`src/rtl/control_detencion_pkg.sv`:
```
`default_nettype none
// ============================================================================
// Module      : control_detencion_pkg
// Description : Shared types and constants for the pipeline interlock
//               controller (state encoding, default register-address width,
//               timeout-counter width helper).
// Revision    : 1.0 - initial release
// ============================================================================
package control_detencion_pkg;

    localparam int REG_W_DEF = 4;

    typedef enum logic [0:0] {
        RUN      = 1'b0,
        MEM_WAIT = 1'b1
    } state_t;

    // Width of the memory-wait counter; never narrower than one bit.
    function automatic int wait_cnt_w(input int timeout);
        return (timeout > 2) ? $clog2(timeout) : 1;
    endfunction

endpackage
`default_nettype wire

```
`src/rtl/control_detencion_if.sv`:
```
`default_nettype none
// ============================================================================
// Module      : control_detencion_if
// Description : Hazard-information inputs and stall/bubble/flush controls
//               exchanged between the pipeline datapath (master) and the
//               interlock controller (slave).
// Revision    : 1.0 - initial release
// ============================================================================
interface control_detencion_if
    import control_detencion_pkg::*;
#(
    parameter int REG_W = REG_W_DEF,
    parameter int CNT_W = 16
);
    logic [REG_W-1:0] Ra_F_Reg;
    logic [REG_W-1:0] Rb_F_Reg;
    logic             RE_A_F_Reg;
    logic             RE_B_F_Reg;
    logic [REG_W-1:0] Robj_Reg_Exe;
    logic             WE_Reg_Exe;
    logic             mem_RE_Reg_Exe;
    logic             mem_req_Exe_Mem;
    logic             mem_ack;
    logic             branch_taken_Exe;

    logic             stall_PC;
    logic             stall_F_Reg;
    logic             stall_Reg_Exe;
    logic             stall_Exe_Mem;
    logic             bubble_Reg_Exe;
    logic             bubble_Mem_WB;
    logic             flush_F_Reg;
    logic             sel_pc_branch;
    logic             err_timeout;
    logic [CNT_W-1:0] cnt_load;
    logic [CNT_W-1:0] cnt_mem;
    logic [CNT_W-1:0] cnt_flush;

    modport master (
        output Ra_F_Reg, Rb_F_Reg, RE_A_F_Reg, RE_B_F_Reg, Robj_Reg_Exe,
               WE_Reg_Exe, mem_RE_Reg_Exe, mem_req_Exe_Mem, mem_ack,
               branch_taken_Exe,
        input  stall_PC, stall_F_Reg, stall_Reg_Exe, stall_Exe_Mem,
               bubble_Reg_Exe, bubble_Mem_WB, flush_F_Reg, sel_pc_branch,
               err_timeout, cnt_load, cnt_mem, cnt_flush
    );

    modport slave (
        input  Ra_F_Reg, Rb_F_Reg, RE_A_F_Reg, RE_B_F_Reg, Robj_Reg_Exe,
               WE_Reg_Exe, mem_RE_Reg_Exe, mem_req_Exe_Mem, mem_ack,
               branch_taken_Exe,
        output stall_PC, stall_F_Reg, stall_Reg_Exe, stall_Exe_Mem,
               bubble_Reg_Exe, bubble_Mem_WB, flush_F_Reg, sel_pc_branch,
               err_timeout, cnt_load, cnt_mem, cnt_flush
    );

endinterface
`default_nettype wire

```
`src/rtl/control_detencion_contador_espera.sv`:
```
`default_nettype none
// ============================================================================
// Module      : contador_espera
// Description : Memory-wait cycle counter. clr has priority over inc; done
//               flags the last permitted wait cycle (MEM_TIMEOUT-1).
// Revision    : 1.0 - initial release
// ============================================================================
module contador_espera
    import control_detencion_pkg::*;
#(
    parameter int MEM_TIMEOUT = 64
) (
    input  wire logic clk,
    input  wire logic rst,
    input  wire logic clr,
    input  wire logic inc,
    output logic      done
);
    localparam int W = wait_cnt_w(MEM_TIMEOUT);

    logic [W-1:0] wait_cnt_q;
    logic [W-1:0] wait_cnt_d;

    // Next count: clear on release/abort, step while the freeze continues.
    always_comb begin
        wait_cnt_d = wait_cnt_q;
        if (clr) begin
            wait_cnt_d = '0;
        end else if (inc) begin
            wait_cnt_d = wait_cnt_q + W'(1);
        end
    end

    // Count register.
    always_ff @(posedge clk) begin
        if (rst) begin
            wait_cnt_q <= '0;
        end else begin
            wait_cnt_q <= wait_cnt_d;
        end
    end

    assign done = (wait_cnt_q == W'(MEM_TIMEOUT - 1));

endmodule
`default_nettype wire

```
`src/rtl/control_detencion.sv`:
```
`default_nettype none
// ============================================================================
// Module      : control_detencion
// Description : Pipeline interlock controller. Handles load-use stalls,
//               variable-latency data-memory freezes with timeout abort, and
//               taken-branch flushes. Controls are Mealy (state + inputs).
//               Optional macro DETENCION_PERF_EN builds saturating
//               performance counters; otherwise the counter ports read 0.
// Revision    : 1.0 - initial release
// ============================================================================
module control_detencion
    import control_detencion_pkg::*;
#(
    parameter int REG_W       = REG_W_DEF,
    parameter int MEM_TIMEOUT = 64,
    parameter int CNT_W       = 16
) (
    input wire logic            clk,
    input wire logic            rst,
    control_detencion_if.slave  bus
);
    state_t state_q;
    state_t state_d;
    logic   err_timeout_q;
    logic   err_timeout_d;

    logic   wait_clr;
    logic   wait_inc;
    logic   wait_done;

    logic   freeze;     // whole front of the pipe held, MEM/WB gets a NOP
    logic   flush;      // taken branch redirects PC and squashes IF/ID, ID/EX
    logic   ldu;        // single load-use bubble

    logic [REG_W-1:0] ra;
    logic [REG_W-1:0] rb;
    logic [REG_W-1:0] robj;
    logic             load_use;

    assign ra   = bus.Ra_F_Reg;
    assign rb   = bus.Rb_F_Reg;
    assign robj = bus.Robj_Reg_Exe;

    assign load_use = bus.WE_Reg_Exe && bus.mem_RE_Reg_Exe &&
                      ((bus.RE_A_F_Reg && (ra == robj)) ||
                       (bus.RE_B_F_Reg && (rb == robj)));

    contador_espera #(
        .MEM_TIMEOUT (MEM_TIMEOUT)
    ) u_contador_espera (
        .clk  (clk),
        .rst  (rst),
        .clr  (wait_clr),
        .inc  (wait_inc),
        .done (wait_done)
    );

    // Hazard arbitration and next-state logic; everything is quiet under rst.
    always_comb begin
        state_d       = state_q;
        err_timeout_d = err_timeout_q;
        wait_clr      = 1'b0;
        wait_inc      = 1'b0;
        freeze        = 1'b0;
        flush         = 1'b0;
        ldu           = 1'b0;
        case (state_q)
            RUN: begin
                if (bus.mem_req_Exe_Mem && !bus.mem_ack) begin
                    // Counter is always 0 in RUN, so one step loads 1.
                    freeze   = 1'b1;
                    wait_inc = 1'b1;
                    state_d  = MEM_WAIT;
                end else if (bus.branch_taken_Exe) begin
                    flush = 1'b1;
                end else if (load_use) begin
                    ldu = 1'b1;
                end
            end
            MEM_WAIT: begin
                // Branch/load-use are re-presented by the frozen EXE stage
                // after release, so they are not remembered here.
                if (bus.mem_ack) begin
                    state_d  = RUN;
                    wait_clr = 1'b1;
                end else if (wait_done) begin
                    err_timeout_d = 1'b1;
                    state_d       = RUN;
                    wait_clr      = 1'b1;
                end else begin
                    freeze   = 1'b1;
                    wait_inc = 1'b1;
                end
            end
            default: begin
                state_d  = RUN;
                wait_clr = 1'b1;
            end
        endcase
        if (rst) begin
            freeze = 1'b0;
            flush  = 1'b0;
            ldu    = 1'b0;
        end
    end

    // State and sticky timeout flag.
    always_ff @(posedge clk) begin
        if (rst) begin
            state_q       <= RUN;
            err_timeout_q <= 1'b0;
        end else begin
            state_q       <= state_d;
            err_timeout_q <= err_timeout_d;
        end
    end

    assign bus.stall_PC       = freeze | ldu;
    assign bus.stall_F_Reg    = freeze | ldu;
    assign bus.stall_Reg_Exe  = freeze;
    assign bus.stall_Exe_Mem  = freeze;
    assign bus.bubble_Mem_WB  = freeze;
    assign bus.bubble_Reg_Exe = flush | ldu;
    assign bus.flush_F_Reg    = flush;
    assign bus.sel_pc_branch  = flush;
    assign bus.err_timeout    = err_timeout_q;

`ifdef DETENCION_PERF_EN
    logic [CNT_W-1:0] cnt_load_q,  cnt_load_d;
    logic [CNT_W-1:0] cnt_mem_q,   cnt_mem_d;
    logic [CNT_W-1:0] cnt_flush_q, cnt_flush_d;

    // Saturating event counters.
    always_comb begin
        cnt_load_d  = cnt_load_q;
        cnt_mem_d   = cnt_mem_q;
        cnt_flush_d = cnt_flush_q;
        if (ldu && !(&cnt_load_q)) begin
            cnt_load_d = cnt_load_q + CNT_W'(1);
        end
        if (freeze && !(&cnt_mem_q)) begin
            cnt_mem_d = cnt_mem_q + CNT_W'(1);
        end
        if (flush && !(&cnt_flush_q)) begin
            cnt_flush_d = cnt_flush_q + CNT_W'(1);
        end
    end

    // Counter registers.
    always_ff @(posedge clk) begin
        if (rst) begin
            cnt_load_q  <= '0;
            cnt_mem_q   <= '0;
            cnt_flush_q <= '0;
        end else begin
            cnt_load_q  <= cnt_load_d;
            cnt_mem_q   <= cnt_mem_d;
            cnt_flush_q <= cnt_flush_d;
        end
    end

    assign bus.cnt_load  = cnt_load_q;
    assign bus.cnt_mem   = cnt_mem_q;
    assign bus.cnt_flush = cnt_flush_q;
`else
    assign bus.cnt_load  = {CNT_W{1'b0}};
    assign bus.cnt_mem   = {CNT_W{1'b0}};
    assign bus.cnt_flush = {CNT_W{1'b0}};
`endif

endmodule
`default_nettype wire

```
`src/flat_wrapper.sv`:
```
// flat-port wrapper written by rule: the top's interface ports become plain ports
module control_detencion_flat import control_detencion_pkg::*;
#(
    parameter int REG_W       = REG_W_DEF,
    parameter int MEM_TIMEOUT = 64,
    parameter int CNT_W       = 16
)
  (clk, rst, bus_Ra_F_Reg, bus_Rb_F_Reg, bus_RE_A_F_Reg, bus_RE_B_F_Reg, bus_Robj_Reg_Exe, bus_WE_Reg_Exe, bus_mem_RE_Reg_Exe, bus_mem_req_Exe_Mem, bus_mem_ack, bus_branch_taken_Exe, bus_stall_PC, bus_stall_F_Reg, bus_stall_Reg_Exe, bus_stall_Exe_Mem, bus_bubble_Reg_Exe, bus_bubble_Mem_WB, bus_flush_F_Reg, bus_sel_pc_branch, bus_err_timeout, bus_cnt_load, bus_cnt_mem, bus_cnt_flush);
  control_detencion_if #(.REG_W(REG_W), .CNT_W(CNT_W)) bus_i ();
  input wire logic clk;
  input wire logic rst;
  input wire logic [$bits(bus_i.Ra_F_Reg)-1:0] bus_Ra_F_Reg;
  input wire logic [$bits(bus_i.Rb_F_Reg)-1:0] bus_Rb_F_Reg;
  input wire logic [$bits(bus_i.RE_A_F_Reg)-1:0] bus_RE_A_F_Reg;
  input wire logic [$bits(bus_i.RE_B_F_Reg)-1:0] bus_RE_B_F_Reg;
  input wire logic [$bits(bus_i.Robj_Reg_Exe)-1:0] bus_Robj_Reg_Exe;
  input wire logic [$bits(bus_i.WE_Reg_Exe)-1:0] bus_WE_Reg_Exe;
  input wire logic [$bits(bus_i.mem_RE_Reg_Exe)-1:0] bus_mem_RE_Reg_Exe;
  input wire logic [$bits(bus_i.mem_req_Exe_Mem)-1:0] bus_mem_req_Exe_Mem;
  input wire logic [$bits(bus_i.mem_ack)-1:0] bus_mem_ack;
  input wire logic [$bits(bus_i.branch_taken_Exe)-1:0] bus_branch_taken_Exe;
  output wire logic [$bits(bus_i.stall_PC)-1:0] bus_stall_PC;
  output wire logic [$bits(bus_i.stall_F_Reg)-1:0] bus_stall_F_Reg;
  output wire logic [$bits(bus_i.stall_Reg_Exe)-1:0] bus_stall_Reg_Exe;
  output wire logic [$bits(bus_i.stall_Exe_Mem)-1:0] bus_stall_Exe_Mem;
  output wire logic [$bits(bus_i.bubble_Reg_Exe)-1:0] bus_bubble_Reg_Exe;
  output wire logic [$bits(bus_i.bubble_Mem_WB)-1:0] bus_bubble_Mem_WB;
  output wire logic [$bits(bus_i.flush_F_Reg)-1:0] bus_flush_F_Reg;
  output wire logic [$bits(bus_i.sel_pc_branch)-1:0] bus_sel_pc_branch;
  output wire logic [$bits(bus_i.err_timeout)-1:0] bus_err_timeout;
  output wire logic [$bits(bus_i.cnt_load)-1:0] bus_cnt_load;
  output wire logic [$bits(bus_i.cnt_mem)-1:0] bus_cnt_mem;
  output wire logic [$bits(bus_i.cnt_flush)-1:0] bus_cnt_flush;
  assign bus_i.Ra_F_Reg = bus_Ra_F_Reg;
  assign bus_i.Rb_F_Reg = bus_Rb_F_Reg;
  assign bus_i.RE_A_F_Reg = bus_RE_A_F_Reg;
  assign bus_i.RE_B_F_Reg = bus_RE_B_F_Reg;
  assign bus_i.Robj_Reg_Exe = bus_Robj_Reg_Exe;
  assign bus_i.WE_Reg_Exe = bus_WE_Reg_Exe;
  assign bus_i.mem_RE_Reg_Exe = bus_mem_RE_Reg_Exe;
  assign bus_i.mem_req_Exe_Mem = bus_mem_req_Exe_Mem;
  assign bus_i.mem_ack = bus_mem_ack;
  assign bus_i.branch_taken_Exe = bus_branch_taken_Exe;
  assign bus_stall_PC = bus_i.stall_PC;
  assign bus_stall_F_Reg = bus_i.stall_F_Reg;
  assign bus_stall_Reg_Exe = bus_i.stall_Reg_Exe;
  assign bus_stall_Exe_Mem = bus_i.stall_Exe_Mem;
  assign bus_bubble_Reg_Exe = bus_i.bubble_Reg_Exe;
  assign bus_bubble_Mem_WB = bus_i.bubble_Mem_WB;
  assign bus_flush_F_Reg = bus_i.flush_F_Reg;
  assign bus_sel_pc_branch = bus_i.sel_pc_branch;
  assign bus_err_timeout = bus_i.err_timeout;
  assign bus_cnt_load = bus_i.cnt_load;
  assign bus_cnt_mem = bus_i.cnt_mem;
  assign bus_cnt_flush = bus_i.cnt_flush;
  control_detencion #(.REG_W(REG_W), .MEM_TIMEOUT(MEM_TIMEOUT), .CNT_W(CNT_W)) u_core (.clk(clk), .rst(rst), .bus(bus_i));
endmodule
```
`config.mk`:
```
export PLATFORM = sky130hd
export DESIGN_NAME = control_detencion_flat
export DESIGN_NICKNAME = d
export VERILOG_FILES = /design/src/rtl/control_detencion_pkg.sv /design/src/rtl/control_detencion_if.sv /design/src/rtl/control_detencion_contador_espera.sv /design/src/rtl/control_detencion.sv /design/src/flat_wrapper.sv
export SDC_FILE = /design/constraint.sdc
export NUM_CORES = 1
export LEC_CHECK = 0
export ABC_AREA = 1
export BUFFER_PORTS_ARGS = -buffer_cell sky130_fd_sc_hd__buf_2
export CORE_MARGIN = 2
export CORE_UTILIZATION = 35
export DETAILED_ROUTE_END_ITERATION = 16
export HOLD_SLACK_MARGIN = 0.1
export MAX_ROUTING_LAYER = met4
export PLACE_DENSITY = 0.73
export SLEW_MARGIN = 20
export SYNTH_ARGS = -nofsm -noshare
export SYNTH_HDL_FRONTEND = slang
export SYNTH_SLANG_ARGS = --single-unit
```
`constraint.sdc`:
```
create_clock -name clk -period 1.1 [get_ports clk]
set_input_delay 0.055 -clock clk [delete_from_list [all_inputs] [get_ports clk]]
set_output_delay 0.055 -clock clk [all_outputs]
set_load 0.005 [all_outputs]
```
==> results.md, run 1 <==
* CTS root buf: clkbuf_4
* Ratio of cells with drive above 1 in the final layout at 37.4%
* Die width at 56.1 um
* FP Rows at 18
* Final worst-path cycle share at 126%
* ANT cells at 0
* Core Footprint at 2520 um2
* Critical path endpoint: bus_stall_Reg_Exe
* Seq cells post-synth at 8
* Crit. Startpoint: u_core.u_contador_espera.wait_cnt_q[1]
* Peak supply drop at 484 uV
* Lkg Pwr at 0.000656 uW
* Setup CP Type: reg -> out
* PD cells at 700 nW/um2
* Final Hold Fails at 0
* Clock Path Buffers at 2
* I/O Buffers at 29
* First-pass iteration count of the detailed router at 5
* Routed vias at 846
* Metal1 wirelength at 750 um
* Crit path DAT at 1.33 ns
* H-tree levels at 1
* Largest area contributor in the netlist: buf_4
* Fin Setup TNS at -2.11 ns
* RePlAce Congestion at 0.759
* R2R Setup Slk at -0.12 ns
* DRC viols at 0
* Minimum clock period at 1.38 ns
* Synth top cells by count: buf_4, nand2_1, inv_1
* Syn-to-layout area delta at 20.4%
* Reg2reg end: u_core.u_contador_espera.wait_cnt_q[2]
* I/O pins at 78
* Mapped cell area at 951 um2
* Post-synthesis cell count at 144
* Crit start category: flip-flop
* Critical Path Fanout Max at 4
* Hpwl dp at 1380 um
* First-pass GRT wire length at 2830 um
* Max Clk Rate at 723 MHz
* Crit end category: output pin
* Clk_lat worst skew at 0.25 ns
* Worst Path Required at 1.04 ns
* Clk_skew at 0.00618 ns
* Initial core utilization at 37.7%
* Main synth FF type: dfxtp_1
* Max-Cap Viols at 0
* Setup WS pre-CTS at -0.0971 ns
* Synth unique cells at 21
* Async SR Flop Fraction at 0%
* Vias in the first global route at 661
* EDFF count, synth at 0
* Syn_area_per_cell at 6.60 um2
* Failing checks: negative setup slack
* GR Overflow Total at 0
* Worst Setup Slack, final at -0.283 ns
* Ranking of synthesized cells by area: buf_4, dfxtp_1, nand2_1
* CTS Buf Count at 3
* Met3 routed WL at 183 um
* FF-to-FF Start: u_core.u_contador_espera.wait_cnt_q[1]
* DIE AREA at 3150 um2
* Drt total wl at 1900 um
* R2R depth at 7
* Multi-input gate area at 589 um2
* Iter 0 DRT Violations at 11
* Initial antenna violation count at 0
* Die height at 56.1 um
* Number of fill cells at 266
* Count leader, synth: buf_4
* Unrepaired setup endpoints after global routing: yes
* Avg WL per Cell at 8.77 um
* DR WL met2 at 960 um
* Largest net degree at the start of global routing at 7
* TritonCTS clock tree: yes
* Nets@finish at 211
* Final setup viols at 13
* Final Cell Area at 1140 um2
* Global-route usage over all layers at 11.9%
* Yosys warning total at 0
* Clk slew on worst S/H paths at 0.05 ns
* Slew Limit Fails at 0
* Vias/cell at 3.90
* CTS Sinks at 8
* Reg area at 164 um2
* Seq/Total Area, Yosys at 16.8%
* Antenna Violating Nets Remaining at 0
* Top layer in use: met4
* Post-synth top area share at 41.1%
* Tightest Hold Check Type: in -> reg
* Post-DP Area at 972 um2
* Status: finished, violations left
## cells by family after synthesis
kind of cell / count (synthesis) / synth area share (%)
fa+ha+maj: 1 / 1.32
simple gates: 53 / 24.5
compound gates: 7 / 4.47
xor+xnor: 4 / 3.68
other cells: 1 / 0.394
buf+inv: 69 / 47.8
flops: 8 / 16.8
mux: 1 / 1.05
## stage by stage
stage	instances	power (uW)	util, %	hold WS, ns
final	217	802	45.4	0.160
after CTS	213	788	42.9	0.125
after floorplan	191	578	-	0.124
after global routing	217	869	45.4	0.166
after global placement	202	527	38.5	0.272
after detailed placement	202	531	38.5	0.272
## layout by cell type (no fill, tap or decap)
cell,count
conb_1,48
buf_2,29
nand2_1,23
buf_4,15
inv_1,14
nor2_1,12
nand3_1,5
dfxtp_1,5
nand2_2,4
inv_2,3
xnor2_1,3
a21oi_2,3
clkbuf_4,3
dfxtp_2,3
nand2_4,2
a21oi_1,2
nand3_4,1
nor2_4,1
o21ai_4,1
nand3_2,1
nor3_2,1
nor3_4,1
mux2i_1,1
nor2_2,1
o21ai_0,1
xor2_1,1
or2_1,1
ha_4,1
dlygate4sd3_1,1
## metal layers
metal	track usage (%)	vias up
li1	-	423
met1	12.1	369
met2	21.0	51
met3	3.72	3
met4	5.10	0
met5	-	-
## critical path: stages, from the launching register on
cell and delay (ns):
dfxtp_2 0.33, ha_4 0.17, nand3_4 0.09, nor2_4 0.05, o21ai_4 0.14, nand3_2 0.11, inv_2 0.08, buf_2 0.11
## final cells by class
class                   count  area share, %
multi-input cells         114           51.5
repair buffers             45           23.4
well taps                  30           3.28
inverters                  17           5.57
clock buffers               3           1.97
flip-flops and latches      8           14.3
## sequential cells by signal (all words and copies together) (netlist names)
signal and count:
u_core.u_contador_espera.wait_cnt_q 6, u_core.state_q 1, u_core.bus.err_timeout 1
## timing repair
action | CTS | global route
pin swaps | 5 | 1
endpoints found under the setup margin | 15 | 16
gates resized for setup | 6 | 8
hold buffers | 1 | 0
endpoints found under the hold margin | 1 | 0
setup buffers | 7 | 4
## where the power goes
part / switching, uW / internal [uW] / total, uW
Clock: 97.6 / 125 / 222
Sequential: 8.68 / 301 / 310
Combinational: 155 / 115 / 270
Total: 261 / 541 / 802
## worst min-delay path by stage
| stage | from | end | slack [ns] | cells past startpoint |
|---|---|---|---|---|
| after floorplan | rst | u_core.bus.err_timeout | 0.12 | 1 |
| after global placement | rst | u_core.bus.err_timeout | 0.27 | 2 |
| after detailed placement | rst | u_core.bus.err_timeout | 0.27 | 2 |
| after CTS | bus_mem_ack | u_core.bus.err_timeout | 0.13 | 4 |
| after global routing | bus_mem_req_Exe_Mem | u_core.u_contador_espera.wait_cnt_q[0] | 0.17 | 4 |
| final | bus_mem_ack | u_core.bus.err_timeout | 0.16 | 4 |
No activity file was read; power rests on OpenSTA's default activity.
==> inputs of run 2 (changes only) <==
--- a/config.mk
+++ b/config.mk
@@ -7,12 +7,12 @@
 export LEC_CHECK = 0
 export ABC_AREA = 1
 export BUFFER_PORTS_ARGS = -buffer_cell sky130_fd_sc_hd__buf_2
-export CORE_MARGIN = 2
+export CORE_MARGIN = 5
 export CORE_UTILIZATION = 35
 export DETAILED_ROUTE_END_ITERATION = 16
 export HOLD_SLACK_MARGIN = 0.1
 export MAX_ROUTING_LAYER = met4
-export PLACE_DENSITY = 0.73
+export PLACE_DENSITY = 0.74
 export SLEW_MARGIN = 20
 export SYNTH_ARGS = -nofsm -noshare
 export SYNTH_HDL_FRONTEND = slang
==> results.md, run 2 (synthesis results as in run 1) <==
* Non-Filler Instances at 218
* Final setup viols at 15
* Number of fill cells at 279
* Clock Path Buffers at 2
* Routed vias at 839
* Iter 0 DRT Violations at 13
* I/O Buffers at 29
* Crit end category: output pin
* Most frequent cells in the layout: conb_1, buf_2, nand2_1
* Setup CP Type: reg -> out
* Largest net degree at the start of global routing at 8
* Placed Cells at 203
* Peak supply drop at 535 uV
* CTS Sinks at 8
* Die height at 62.1 um
* CTS root buf: clkbuf_4
* Max Clk Rate at 716 MHz
* Die width at 62.1 um
* Crit start category: flip-flop
* Max reg flops at 6
* H-tree levels at 1
* Minimum clock period at 1.40 ns
* DRC viols at 0
* Lkg Pwr at 0.000658 uW
* Total power at 830 uW
* Status: finished, violations left
* Global-route usage over all layers at 9.56%
* PD cells at 713 nW/um2
* Multi-input gate area at 586 um2
* Failing checks: negative setup slack
* Ratio of cells with drive above 1 in the final layout at 38.0%
* Hpwl dp at 1630 um
* Core Footprint at 2690 um2
* Drt total wl at 2090 um
* Initial core utilization at 35.4%
* Clk_skew at 0.00611 ns
* RePlAce Congestion at 0.747
* Tightest Hold Check Type: in -> reg
* Hold_ws at 0.119 ns
* Antenna Violating Nets Remaining at 0
* Final worst-path cycle share at 127%
* Avg WL per Cell at 9.60 um
* GR Overflow Total at 0
* Reg with most FFs: u_core.u_contador_espera.wait_cnt_q
* First-pass GRT wire length at 2870 um
* Worst Setup Slack, final at -0.297 ns
* CTS Buf Count at 3
* I/O pins at 78
* Syn-to-layout area delta at 22.5%
* Critical Path Fanout Max at 4
* Unrepaired setup endpoints after global routing: yes
* FP Rows at 19
* Worst Path Required at 1.04 ns
* DIE AREA at 3860 um2
* Vias/cell at 3.85
* Clk slew on worst S/H paths at 0.06 ns
* Nets@finish at 211
* Reg area at 164 um2
* Crit path DAT at 1.34 ns
* Initial antenna violation count at 0
* ANT cells at 0
* Max-Cap Viols at 0
* Slew Limit Fails at 0
* TritonCTS clock tree: yes
* Vias in the first global route at 689
* Final Hold Fails at 0
* First-pass iteration count of the detailed router at 4
* Leading cell type in the layout, fill and taps excluded: conb_1
* Clk_lat worst skew at 0.26 ns
[run 2: area by class of cell]
class | count | area share (%)
clock buffers | 3 | 1.93
inverters | 17 | 5.48
multi-input cells | 114 | 50.3
flip-flops and latches | 8 | 14.1
well taps | 31 | 3.33
repair buffers | 45 | 24.9
[run 2: metrics by stage]
stage,setup TNS [ns],utilization (%),setup slack [ns],instance area [um2]
floorplan,-0.0325,-,-0.0325,1150
global placement,-0.297,36.2,-0.0489,973
detailed placement,-0.756,36.2,-0.0923,973
CTS,-1.83,39.6,-0.282,1060
global route,-3.37,43.4,-0.408,1160
finish,-2.15,43.4,-0.297,1160
[run 2: worst paths after layout]
kind / from / to / slack, ns / cells after the start
worst max register to register: u_core.u_contador_espera.wait_cnt_q[1] / u_core.u_contador_espera.wait_cnt_q[0] / -0.08 / 7
worst min register to register: u_core.bus.err_timeout / u_core.bus.err_timeout / 0.45 / 2
worst max-delay path: u_core.u_contador_espera.wait_cnt_q[1] / bus_bubble_Mem_WB / -0.30 / 7
worst min-delay path: bus_mem_ack / u_core.bus.err_timeout / 0.12 / 4
[run 2: critical path: stages, from the launching register on]
cell	delay, ns
dfxtp_2	0.33
ha_4	0.17
nand3_4	0.09
nor2_4	0.04
o21ai_2	0.14
nand3_2	0.12
inv_2	0.09
buf_2	0.11
[run 2: what timing repair did]
item / 4_1_cts / 5_1_grt
setup buffers: 5 / 6
hold buffers: 1 / 0
gates resized for setup: 5 / 12
pin swaps: 3 / 2
endpoints found under the hold margin: 1 / 0
endpoints found under the setup margin: 14 / 16
[run 2: power breakdown]
group,total (uW),leakage [uW],internal [uW],switching [uW]
logic,288,0.000578,129,160
registers,309,0.0000661,301,8.29
clock network,233,0.0000138,125,108
[run 2: metal layers]
layer	GRT usage (%)	routed length, um	vias to the layer above
li1	-	-	420
met1	8.92	702	364
met2	16.8	1090	53
met3	5.23	274	2
met4	2.44	22	0
met5	-	0	-
